<file path="src/rtl/cache_access_ctrl.sv">
// CPU-side front end for the direct-mapped cache: turns a valid/ready request into the
// cache's level-held interface. Optional stall counter: define CACHE_ACCESS_STALL_STATS_EN.
module cache_access_ctrl #(
  parameter int unsigned DATA_WIDTH = 32,
  parameter int unsigned ADDR_WIDTH = 10,
  parameter int unsigned TIMEOUT    = 64,
  parameter int unsigned CNT_WIDTH  = 16
) (
  input  logic                  clk,
  input  logic                  rst,
  input  logic                  req_valid,
  output logic                  req_ready,
  input  logic                  req_we,
  input  logic [ADDR_WIDTH-1:0] req_addr,
  input  logic [DATA_WIDTH-1:0] req_wdata,
  output logic                  resp_valid,
  output logic [DATA_WIDTH-1:0] resp_rdata,
  output logic                  resp_err,
  output logic [ADDR_WIDTH-1:0] c_addr,
  output logic [DATA_WIDTH-1:0] c_din,
  output logic                  c_we,
  output logic                  c_mem_en,
  input  logic                  c_hit,
  input  logic [DATA_WIDTH-1:0] c_dout,
  output logic [CNT_WIDTH-1:0]  hit_cnt,
  output logic [CNT_WIDTH-1:0]  miss_cnt
`ifdef CACHE_ACCESS_STALL_STATS_EN
  ,
  output logic [CNT_WIDTH-1:0]  stall_cnt
`endif
);

  localparam int unsigned WaitW = (TIMEOUT > 1) ? $clog2(TIMEOUT) : 1;
  localparam logic [WaitW-1:0] WaitMax = WaitW'(TIMEOUT - 1);

  typedef enum logic [1:0] {StIdle, StAccess, StResp} state_e;

  state_e           state_q;
  logic [WaitW-1:0] wait_cnt_q;
  logic             first_q;

  // c_addr/c_din/c_we double as the latched request, so the cache sees registers only.
  always_ff @(posedge clk) begin
    if (rst) begin
      state_q    <= StIdle;
      wait_cnt_q <= '0;
      first_q    <= 1'b0;
      req_ready  <= 1'b1;
      resp_valid <= 1'b0;
      resp_err   <= 1'b0;
      resp_rdata <= '0;
      c_addr     <= '0;
      c_din      <= '0;
      c_we       <= 1'b0;
      c_mem_en   <= 1'b0;
      hit_cnt    <= '0;
      miss_cnt   <= '0;
`ifdef CACHE_ACCESS_STALL_STATS_EN
      stall_cnt  <= '0;
`endif
    end else begin
      resp_valid <= 1'b0;
      resp_err   <= 1'b0;
      unique case (state_q)
        StIdle: begin
          if (req_valid) begin
            c_addr     <= req_addr;
            c_din      <= req_wdata;
            c_we       <= req_we;
            c_mem_en   <= 1'b1;
            req_ready  <= 1'b0;
            wait_cnt_q <= '0;
            first_q    <= 1'b1;
            state_q    <= StAccess;
          end
        end
        StAccess: begin
          if (first_q) begin
            first_q <= 1'b0;
            if (c_hit) begin
              if (hit_cnt != '1) hit_cnt <= hit_cnt + 1'b1;
            end else begin
              if (miss_cnt != '1) miss_cnt <= miss_cnt + 1'b1;
            end
          end
`ifdef CACHE_ACCESS_STALL_STATS_EN
          if (!c_hit && stall_cnt != '1) stall_cnt <= stall_cnt + 1'b1;
`endif
          if (c_hit) begin
            // A store commits in the cache on this same edge; only loads return data.
            if (!c_we) resp_rdata <= c_dout;
            resp_valid <= 1'b1;
            resp_err   <= 1'b0;
            c_mem_en   <= 1'b0;
            c_we       <= 1'b0;
            state_q    <= StResp;
          end else if (wait_cnt_q == WaitMax) begin
            resp_valid <= 1'b1;
            resp_err   <= 1'b1;
            c_mem_en   <= 1'b0;
            c_we       <= 1'b0;
            state_q    <= StResp;
          end else begin
            wait_cnt_q <= wait_cnt_q + 1'b1;
          end
        end
        StResp: begin
          req_ready <= 1'b1;
          state_q   <= StIdle;
        end
        default: begin
          state_q   <= StIdle;
          req_ready <= 1'b1;
          c_mem_en  <= 1'b0;
          c_we      <= 1'b0;
        end
      endcase
    end
  end

endmodule

</file>
<file path="config.mk">
export PLATFORM = sky130hd
export DESIGN_NAME = cache_access_ctrl
export DESIGN_NICKNAME = d
export VERILOG_FILES = /design/src/rtl/cache_access_ctrl.sv
export SDC_FILE = /design/constraint.sdc
export NUM_CORES = 1
export LEC_CHECK = 0
export CAP_MARGIN = 0
export CORE_ASPECT_RATIO = 2
export CORE_UTILIZATION = 40
export CTS_BUF_LIST = sky130_fd_sc_hd__clkbuf_8 sky130_fd_sc_hd__clkbuf_16
export DETAILED_ROUTE_END_ITERATION = 8
export GPL_TIMING_DRIVEN = 0
export PLACE_DENSITY = 0.85
export SETUP_SLACK_MARGIN = 0.5
export SYNTH_ARGS = -nofsm -noshare
export SYNTH_HDL_FRONTEND = slang
export SYNTH_SLANG_ARGS = --single-unit
</file>
<file path="constraint.sdc">
create_clock -name clk -period 2.3 [get_ports clk]
set_input_delay 0.575 -clock clk [delete_from_list [all_inputs] [get_ports clk]]
set_output_delay 0.575 -clock clk [all_outputs]
set_load 0.02 [all_outputs]
</file>
==> impl_summary.md, run 1 <==
Outcome
The run finished with clean final reports.

STA
The final-layout setup total negative slack is 0 ps. Between clock sinks in the finished design, the worst skew comes to 11.0 ps. The number of max-slew violations in the final report is 0.

The worst pin sits at a relative slew slack of 51.4%. Setup repair after global routing could not meet its margin everywhere. The final setup violation count is 0.

The count of final hold-check violations is 0. The ratio of final minimum period to clock period is 83.1%. For the pin with the worst max-slew slack, the measured transition is 725 ps. Subtracting the final worst setup slack from the clock period gives 1910 ps. Static timing analysis puts the maximum clock frequency at 523 MHz.

Placed design
Routability-driven placement finished with a final weighted congestion of 0.842. Once placement completed, the tool counted placed cells totaling 927. The placed wire-length estimate is 11.2 mm.

The count of buffers from port buffering is 188.

Synth
The count of synthesis-stage warnings from yosys is 0. By count the netlist is led by sky130_fd_sc_hd__nand2_1, sky130_fd_sc_hd__dfxtp_1, sky130_fd_sc_hd__a21oi_1, sky130_fd_sc_hd__clkbuf_1, sky130_fd_sc_hd__nand3_1. For this run, asynchronously set or reset flops after synthesis account for 0%. The number of nets in the synthesized netlist is 676. The count of state elements after synthesis is 120. Yosys mapped a number of flops with a built-in enable equal to 0. The number of distinct library cells after synthesis is 44.

The share of synthesized area occupied by flip-flops and latches is 50.1%. The area share of the largest cell type after synthesis is 50.1%. The most instantiated library cell after synthesis is sky130_fd_sc_hd__nand2_1. The number of standard cells after synthesis is 594. The largest total area in the synthesized netlist belongs to sky130_fd_sc_hd__dfxtp_1. In the post-synthesis netlist, the biggest area contributors are sky130_fd_sc_hd__dfxtp_1, sky130_fd_sc_hd__nand2_1, sky130_fd_sc_hd__a21oi_1. A synthesized cell averages 8.08 um^2. The most used flip-flop cell after synthesis is sky130_fd_sc_hd__dfxtp_1. The synthesized netlist occupies a cell area of 0.00480 mm^2.

CTS
Clock tree synthesis found a total of 120 sinks. TritonCTS built the clock tree. CTS built an H-tree with a depth of 4. The cell chosen for the clock root is sky130_fd_sc_hd__clkbuf_16. The number of clock buffers inserted by TritonCTS is 17. The clock passes through at most 2 buffers.

Clock-pin slew was measured on the worst setup and hold paths at 60 ps. The clock latency of the later-clocked register in the worst-skew pair is 410 ps. The count of hold-fix buffers inserted at cts is 0.

Global route
The residual overflow from global routing is 0. The global-route wire length before repair is 24.6 mm. Entering global routing, the biggest net connects 17 pins. The number of global-route vias before repair is 5127. The initial antenna violation count was 0. The global routing usage summed across all routing layers is 25.5%.

Critical path
The longest individual stage delay on the worst path is 360 ps. The dominant delay contributor by cell family on the critical path is buffers and inverters. At the worst endpoint, the arrival time is 1340 ps. Along the worst path, the maximum fanout reaches 3. The critical path goes through buf_4 > buf_4 > dlygate4sd2_1. The worst setup path is captured at a primary output. Together, buffers and inverters on the worst path number 3.

The data required time of the worst path is 1730 ps. The most common cell type on the critical path is sky130_fd_sc_hd__buf_4. On the critical path, the stage with the largest delay is an instance of sky130_fd_sc_hd__dfxtp_4. The critical setup path kind is reg -> out. The startpoint kind of the worst setup timing path is a flop.

Cells and area
After the last flow step, the layout net total stands at 904. The number of antenna diodes in the final layout is 0. Of the cells placed in the final design, the portion with a size suffix greater than 1 is 15.8%. The count of placed standard cells in the final layout, fillers left out is 980. The layout overhead on the synthesized area is 61.6%.

Floorplan
Once the floorplan was initialized, standard cells occupied 41.0% of the core. The overall die width is 79.4 um. The number of placed I/O pins is 190. The die footprint is 0.0125 mm^2. In this run the vertical extent of the chip is 157 um. Row generation in the floorplan step produced 56 rows. The core region area is 0.0117 mm^2.

Routing
The count of nets left with antenna violations once routing finished came out at 0. The first detailed-routing pass took 5 iterations. The via count of the routed design is 5294. The number of DRC markers in iteration 0 is 316. The via density per instance is 5.40. After detailed routing, the total wire length is 16.1 mm. The wire length per cell after detailed routing is 16.4 um. For this run, design rule violations remaining after detail routing come to 0.

Min path
The classification of the worst-slack hold path is reg -> reg.

Job
The max-cap violation count is 0.

Power and ir drop
The power per standard cell area is 691 mW/mm^2. The total power of the final layout is 5360 uW. The leakage power figure is 0.00321 uW. VDD sags by at most 561 uV.
registers in the layout, indices dropped and copies added (netlist names), 2 cells and up:
register,cells
c_din,32
miss_cnt,16
wait_cnt_q,6
resp_rdata,32
state_q,2
c_addr,10
hit_cnt,16
timing repair:
action | 4_1_cts | 5_1_grt
setup endpoints to repair | 222 | 108
resized for setup | 159 | 61
setup buffers | 13 | 8
pin swaps | 6 | 7
final timing paths:
check	startpoint	to	slack, ps	cells after the start
max	miss_cnt[1]$_SDFFE_PP0P_	miss_cnt[1]	390	3
max reg2reg	miss_cnt[1]$_SDFFE_PP0P_	miss_cnt[14]$_SDFFE_PP0P_	390	6
min reg2reg	c_din[22]$_SDFFE_PP0P_	c_din[22]$_SDFFE_PP0P_	450	2
min	c_din[22]$_SDFFE_PP0P_	c_din[22]$_SDFFE_PP0P_	450	2
stage by stage:
step	worst slack (ps)	util, %	hold slack (ps)	area, um^2
floorplan	316	-	465	4850
global placement	-506	59.1	441	6910
detailed placement	-556	59.1	446	6910
CTS	435	64.7	450	7570
global route	334	66.3	465	7750
finish	389	66.3	448	7750
worst register-to-register path: cells and delay by family (launching register included):
| kind | cells | cell delay, ps |
|---|---|---|
| AND/OR/NAND/NOR | 3 | 1050 |
| flip-flops | 1 | 370 |
| adder cells (fa/ha/maj) | 1 | 150 |
| AO/OA/AOI/OAI | 1 | 140 |
| buffers and inverters | 1 | 130 |
power breakdown:
part / internal (uW) / total (uW) / switching [uW]
Sequential: 2150 / 2190 / 43.6
Clock: 1610 / 2570 / 967
Combinational: 269 / 592 / 323
Total: 4030 / 5360 / 1330
placed cells by master (no fill, tap or decap), types with 3 or more instances in the layout:
cell / instances
sky130_fd_sc_hd__a21oi_1: 96
sky130_fd_sc_hd__clkinv_2: 4
sky130_fd_sc_hd__o21ai_0: 10
sky130_fd_sc_hd__o31ai_1: 11
sky130_fd_sc_hd__mux2_2: 5
sky130_fd_sc_hd__nor3_1: 6
sky130_fd_sc_hd__inv_1: 7
sky130_fd_sc_hd__nand4_1: 11
sky130_fd_sc_hd__or4_4: 3
sky130_fd_sc_hd__clkdlybuf4s50_1: 76
sky130_fd_sc_hd__clkdlybuf4s15_1: 4
sky130_fd_sc_hd__o21a_1: 4
sky130_fd_sc_hd__clkbuf_1: 20
sky130_fd_sc_hd__dlygate4sd2_1: 102
sky130_fd_sc_hd__nor2b_1: 3
sky130_fd_sc_hd__buf_4: 23
sky130_fd_sc_hd__clkbuf_4: 3
sky130_fd_sc_hd__dfxtp_4: 7
sky130_fd_sc_hd__mux2i_1: 3
sky130_fd_sc_hd__or4_1: 11
sky130_fd_sc_hd__buf_2: 4
sky130_fd_sc_hd__clkbuf_2: 11
sky130_fd_sc_hd__or3_1: 5
sky130_fd_sc_hd__a21oi_2: 3
sky130_fd_sc_hd__nand2b_1: 3
sky130_fd_sc_hd__nand2_1: 168
sky130_fd_sc_hd__clkinvlp_4: 4
sky130_fd_sc_hd__o31a_1: 4
sky130_fd_sc_hd__a31oi_1: 3
sky130_fd_sc_hd__nor2_1: 12
sky130_fd_sc_hd__nor4_1: 6
sky130_fd_sc_hd__dfxtp_2: 15
sky130_fd_sc_hd__nand3_1: 18
sky130_fd_sc_hd__clkbuf_16: 17
sky130_fd_sc_hd__dfxtp_1: 98
routing by layer:
metal,up-vias,global-route usage (%),part of all wire (%)
met5,-,0,0
met4,0,13.2,3.3
met3,42,6.84,5.6
met2,211,47.7,56
met1,2500,24.7,35
li1,2541,-,-
kinds of logic (layout without fill, tap and decap cells):
family          Yosys count  in the layout  share of synthesized area, %
fa+ha+maj                 3              3                         0.782
simple gates            273            273                          26.5
compound gates          146            146                          17.4
buf+inv                  44            285                          3.47
flops                   120            120                          50.1
mux                       8              8                          1.80
cell type report:
type	count	area, um^2
well taps	145	181
flip-flops and latches	120	2450
plain buffers	39	218
repair buffers	209	1890
inverters	5	18.8
clock buffers	18	439
clock inverters	14	135
fillers	992	3950
multi-input cells	430	2430
Note: power is estimated with default switching activity, not from simulation.
==> run 2: changes to the inputs <==
--- a/config.mk
+++ b/config.mk
@@ -7,11 +7,11 @@
 export LEC_CHECK = 0
 export CAP_MARGIN = 0
 export CORE_ASPECT_RATIO = 2
-export CORE_UTILIZATION = 40
+export CORE_UTILIZATION = 39
 export CTS_BUF_LIST = sky130_fd_sc_hd__clkbuf_8 sky130_fd_sc_hd__clkbuf_16
 export DETAILED_ROUTE_END_ITERATION = 8
 export GPL_TIMING_DRIVEN = 0
-export PLACE_DENSITY = 0.85
+export PLACE_DENSITY = 0.86
 export SETUP_SLACK_MARGIN = 0.5
 export SYNTH_ARGS = -nofsm -noshare
 export SYNTH_HDL_FRONTEND = slang
==> constraint.sdc (replaced) <==
create_clock -name clk -period 1.6 [get_ports clk]
set_input_delay 0.4 -clock clk [delete_from_list [all_inputs] [get_ports clk]]
set_output_delay 0.4 -clock clk [all_outputs]
set_load 0.02 [all_outputs]
==> impl_summary.md, run 2 (synthesis results as in run 1) <==
Critical path
Following the worst setup path forward leads to its endpoint at hit_cnt[4]$_SDFFE_PP0P_. The data required time of the worst path is 1910 ps (+180 ps). The slowest stage of the critical path belongs to the cell sky130_fd_sc_hd__nor4_4. The arrival time reported for the critical path endpoint is 2230 ps (+890 ps). The beginning of the critical path is hit_cnt[14]$_SDFFE_PP0P_. Traced cell by cell, the critical path runs through nand4_1 > nor4_4 > buf_4 > buf_8 > nor4_1 > o21a_1. The startpoint kind of the worst setup timing path is a flop.

The longest individual stage delay on the worst path is 480 ps (+120 ps). The largest fanout on the critical path is 5 (+2). The source of the worst register-to-register timing path is hit_cnt[14]$_SDFFE_PP0P_. By startpoint and endpoint, the worst setup path is classified as reg -> reg. The worst setup path is captured at a flop. The register-to-register setup slack is -320 ps (-710 ps). The length in cells of the worst reg-to-reg path is 6 (unchanged). The worst register-to-register path ends at hit_cnt[4]$_SDFFE_PP0P_.

The critical path depth in cells came to 6 (+3). The buffer and inverter count on the worst path is 2 (-1). Grouping stages by cell kind, the critical path spends the most delay in simple AND/OR/NAND/NOR gates.

Cells and area
The top cell types in the final layout, fill and taps aside, are sky130_fd_sc_hd__buf_6, sky130_fd_sc_hd__nand2_1, sky130_fd_sc_hd__a21oi_2, sky130_fd_sc_hd__dfxtp_2, sky130_fd_sc_hd__clkdlybuf4s50_1. The count of inserted antenna diode cells was 0 (unchanged). The cell area after layout is 0.0102 mm^2 (+31%). The most common library cell in the layout ignoring fill and taps is sky130_fd_sc_hd__buf_6. The layout overhead on the synthesized area is 112%. The count of filler cells inserted in the layout is 560 (-44%). The count of placed standard cells in the final layout, fillers left out is 1058 (+8.0%). The net count of the finished layout is 980 (+8.4%). The largest registers in the layout are c_din x32, resp_rdata x32. The layout cell share with drive strength beyond 1 is 67.5% (+52 points).

Global route
The residual overflow from global routing was 0 (unchanged). The met3 track demand over resource in global routing is 6.72% (-0.12 points). The met1 usage in global routing is 28.4% (+3.6 points).

The largest net degree at the start of global routing came to 17 (unchanged). The met2 track utilization from global routing came to 56.4% (+8.8 points). The layer flagged by global routing as most heavily used is met2. The number of global-route vias before repair is 5953 (+16%).

The global routing usage summed across all routing layers is 30.2% (+4.7 points). The global-route wire length before repair is 29.4 mm (+20%). The initial antenna violation count is 0 (unchanged).

Placed design
The placed wire-length estimate is 11.3 mm (+1.5%). The routability-driven placement congestion ratio was 0.870 (+3.3%). The number of placed cells counting well taps came to 929 (+0.22%).

The total cell area at the placement stage is 0.00723 mm^2 (+4.6%). The count of buffers from port buffering came to 188 (unchanged).

CTS
The number of clock buffers inserted by TritonCTS is 17 (unchanged). The maximum clock insertion buffer count is 2 (unchanged). TritonCTS built the clock tree. The clock latency of the later-clocked register in the worst-skew pair was 420 ps (about the same).

The H-tree level count is 4 (unchanged). The clock transition at the registers of the reported paths was 60 ps (about the same). The cell chosen for the clock root is sky130_fd_sc_hd__clkbuf_16. The clock sink total was 120 (unchanged). The count of hold-fix buffers inserted at cts is 0 (unchanged).

STA
The final period demand of the worst path is 1920 ps. Setup repair after global routing could not meet its margin everywhere. The least setup slack across all paths after layout came to -316 ps (-705 ps).

The ratio of final minimum period to clock period is 120%. The number of max-slew violations in the final report is 0 (unchanged). The worst slew margin relative to its limit is 53.0% (+1.6 points). The final setup violation count is 101 (+101). The maximum clock skew at final layout came to 13.4 ps (+2.35 ps). The count of final hold-check violations is 0 (unchanged). The slew of the pin with the lowest slew margin is 701 ps (-24.2 ps). The minimum hold slack is 460 ps (+12.0 ps). For this run, the top clock speed supported by timing is 522 MHz.

Floorplan
The effective utilization at floorplan is 39.8% (-1.2 points). The y dimension of the die is 159 um (+1.3%). The number of placed I/O pins was 190 (unchanged). The overall die width is 80.4 um (+1.2%). The core region area is 0.0121 mm^2 (+3.0%). The die footprint is 0.0128 mm^2 (+2.5%).

The row count is 57 (+1.8%).

Routing
The via count of the routed design is 6259 (+18%). The via density per instance is 5.92 (+9.5%). The wire length per cell after detailed routing came to 22.4 um (+36%).

The wire length reported by the detailed router is 23.7 mm (+47%). The final antenna-violating net count is 0 (unchanged). The number of DRC markers in iteration 0 is 398 (+26%). The detailed-routing iteration count for the pre-antenna-repair pass is 5 (unchanged). The number of remaining DRC errors is 0 (unchanged).

Power and ir drop
The leakage power figure was 0.00408 uW (+27%). The power per standard cell area is 826 mW/mm^2 (+20%). The peak ir drop on the vdd network is 1100 uV (+97%). The total power of the final layout was 8410 uW (+57%).

Outcome
The flow ran to the end, but the final reports show violations. The checks that failed: negative setup slack.

Job
The max-cap violation count is 0 (unchanged).

Min path
The hold-critical path depth came to 3 (+1). The tightest min-delay check is of the in -> reg type.
==> run 2: cell types whose count changed in the layout (fill, tap and decap cells not counted), sizes merged <==
cell / before / now
inv: 7 / 10
clkinvlp: 4 / 1
dlygate4sd2: 102 / 0
clkbuf: 53 / 50
clkdlybuf4s15: 5 / 0
buf: 30 / 217
bufinv: 2 / 1
==> run 2: worst register-to-register path, cell delays in order (launching register included) <==
cell and delay, ps:
sky130_fd_sc_hd__dfxtp_4 390, sky130_fd_sc_hd__nand4_1 370, sky130_fd_sc_hd__nor4_4 480, sky130_fd_sc_hd__buf_4 210, sky130_fd_sc_hd__buf_8 120, sky130_fd_sc_hd__nor4_1 50
sky130_fd_sc_hd__o21a_1 170
==> run 2: timing repair <==
item                       in CTS  in global routing
cloned                          9                  1
gates resized for setup       923                185
hold endpoints to repair        0                  0
setup endpoints to repair     228                230
buffers inserted               46                 41
pin swaps                     101                 87
==> run 2: worst min path at each step <==
stage	startpoint	to	slack, ps
floorplan	wait_cnt_q[0]$_SDFFE_PP0P_	wait_cnt_q[0]$_SDFFE_PP0P_	470
global placement	c_addr[6]$_SDFFE_PP0P_	c_addr[6]$_SDFFE_PP0P_	440
detailed placement	resp_rdata[2]$_SDFFE_PP0P_	resp_rdata[2]$_SDFFE_PP0P_	450
CTS	rst	miss_cnt[15]$_SDFFE_PP0P_	420
global route	rst	miss_cnt[15]$_SDFFE_PP0P_	450
finish	rst	miss_cnt[15]$_SDFFE_PP0P_	460
==> run 2: routing by layer <==
metal / vias up / routed length [um] / share of wire, %
met1: 3090 / 7770 / 33
met3: 115 / 1430 / 6.0
met4: 0 / 1550 / 6.6
met2: 341 / 13000 / 55
li1: 2713 / - / -
met5: - / 0 / 0
==> run 2: final cells by class <==
class                      instances  area (um^2)  area share, %
buffer                            39          462           4.53
multi-input combinational        430         3390           33.3
sequential                       120         2630           25.8
inverter                           5         18.8          0.184
clock buffer                      19          464           4.56
clock inverter                    13          101          0.995
tap                              147          184           1.81
timing repair buffer             285         2930           28.8
==> run 2: metrics by stage <==
step | setup slack [ps] | util (%) | setup TNS (ps)
after floorplan | -207 | - | -1480
after CTS | -218 | 76.3 | -2270
final | -316 | 84.5 | -11220
after detailed placement | -1050 | 60.0 | -48240
after global routing | -504 | 84.5 | -16620
after global placement | -1010 | 60.0 | -47300
==> run 2: power by group <==
| part | switching, uW | internal, uW |
|---|---|---|
| Clock | 1500 | 2250 |
| Combinational | 734 | 757 |
| Sequential | 98.5 | 3070 |
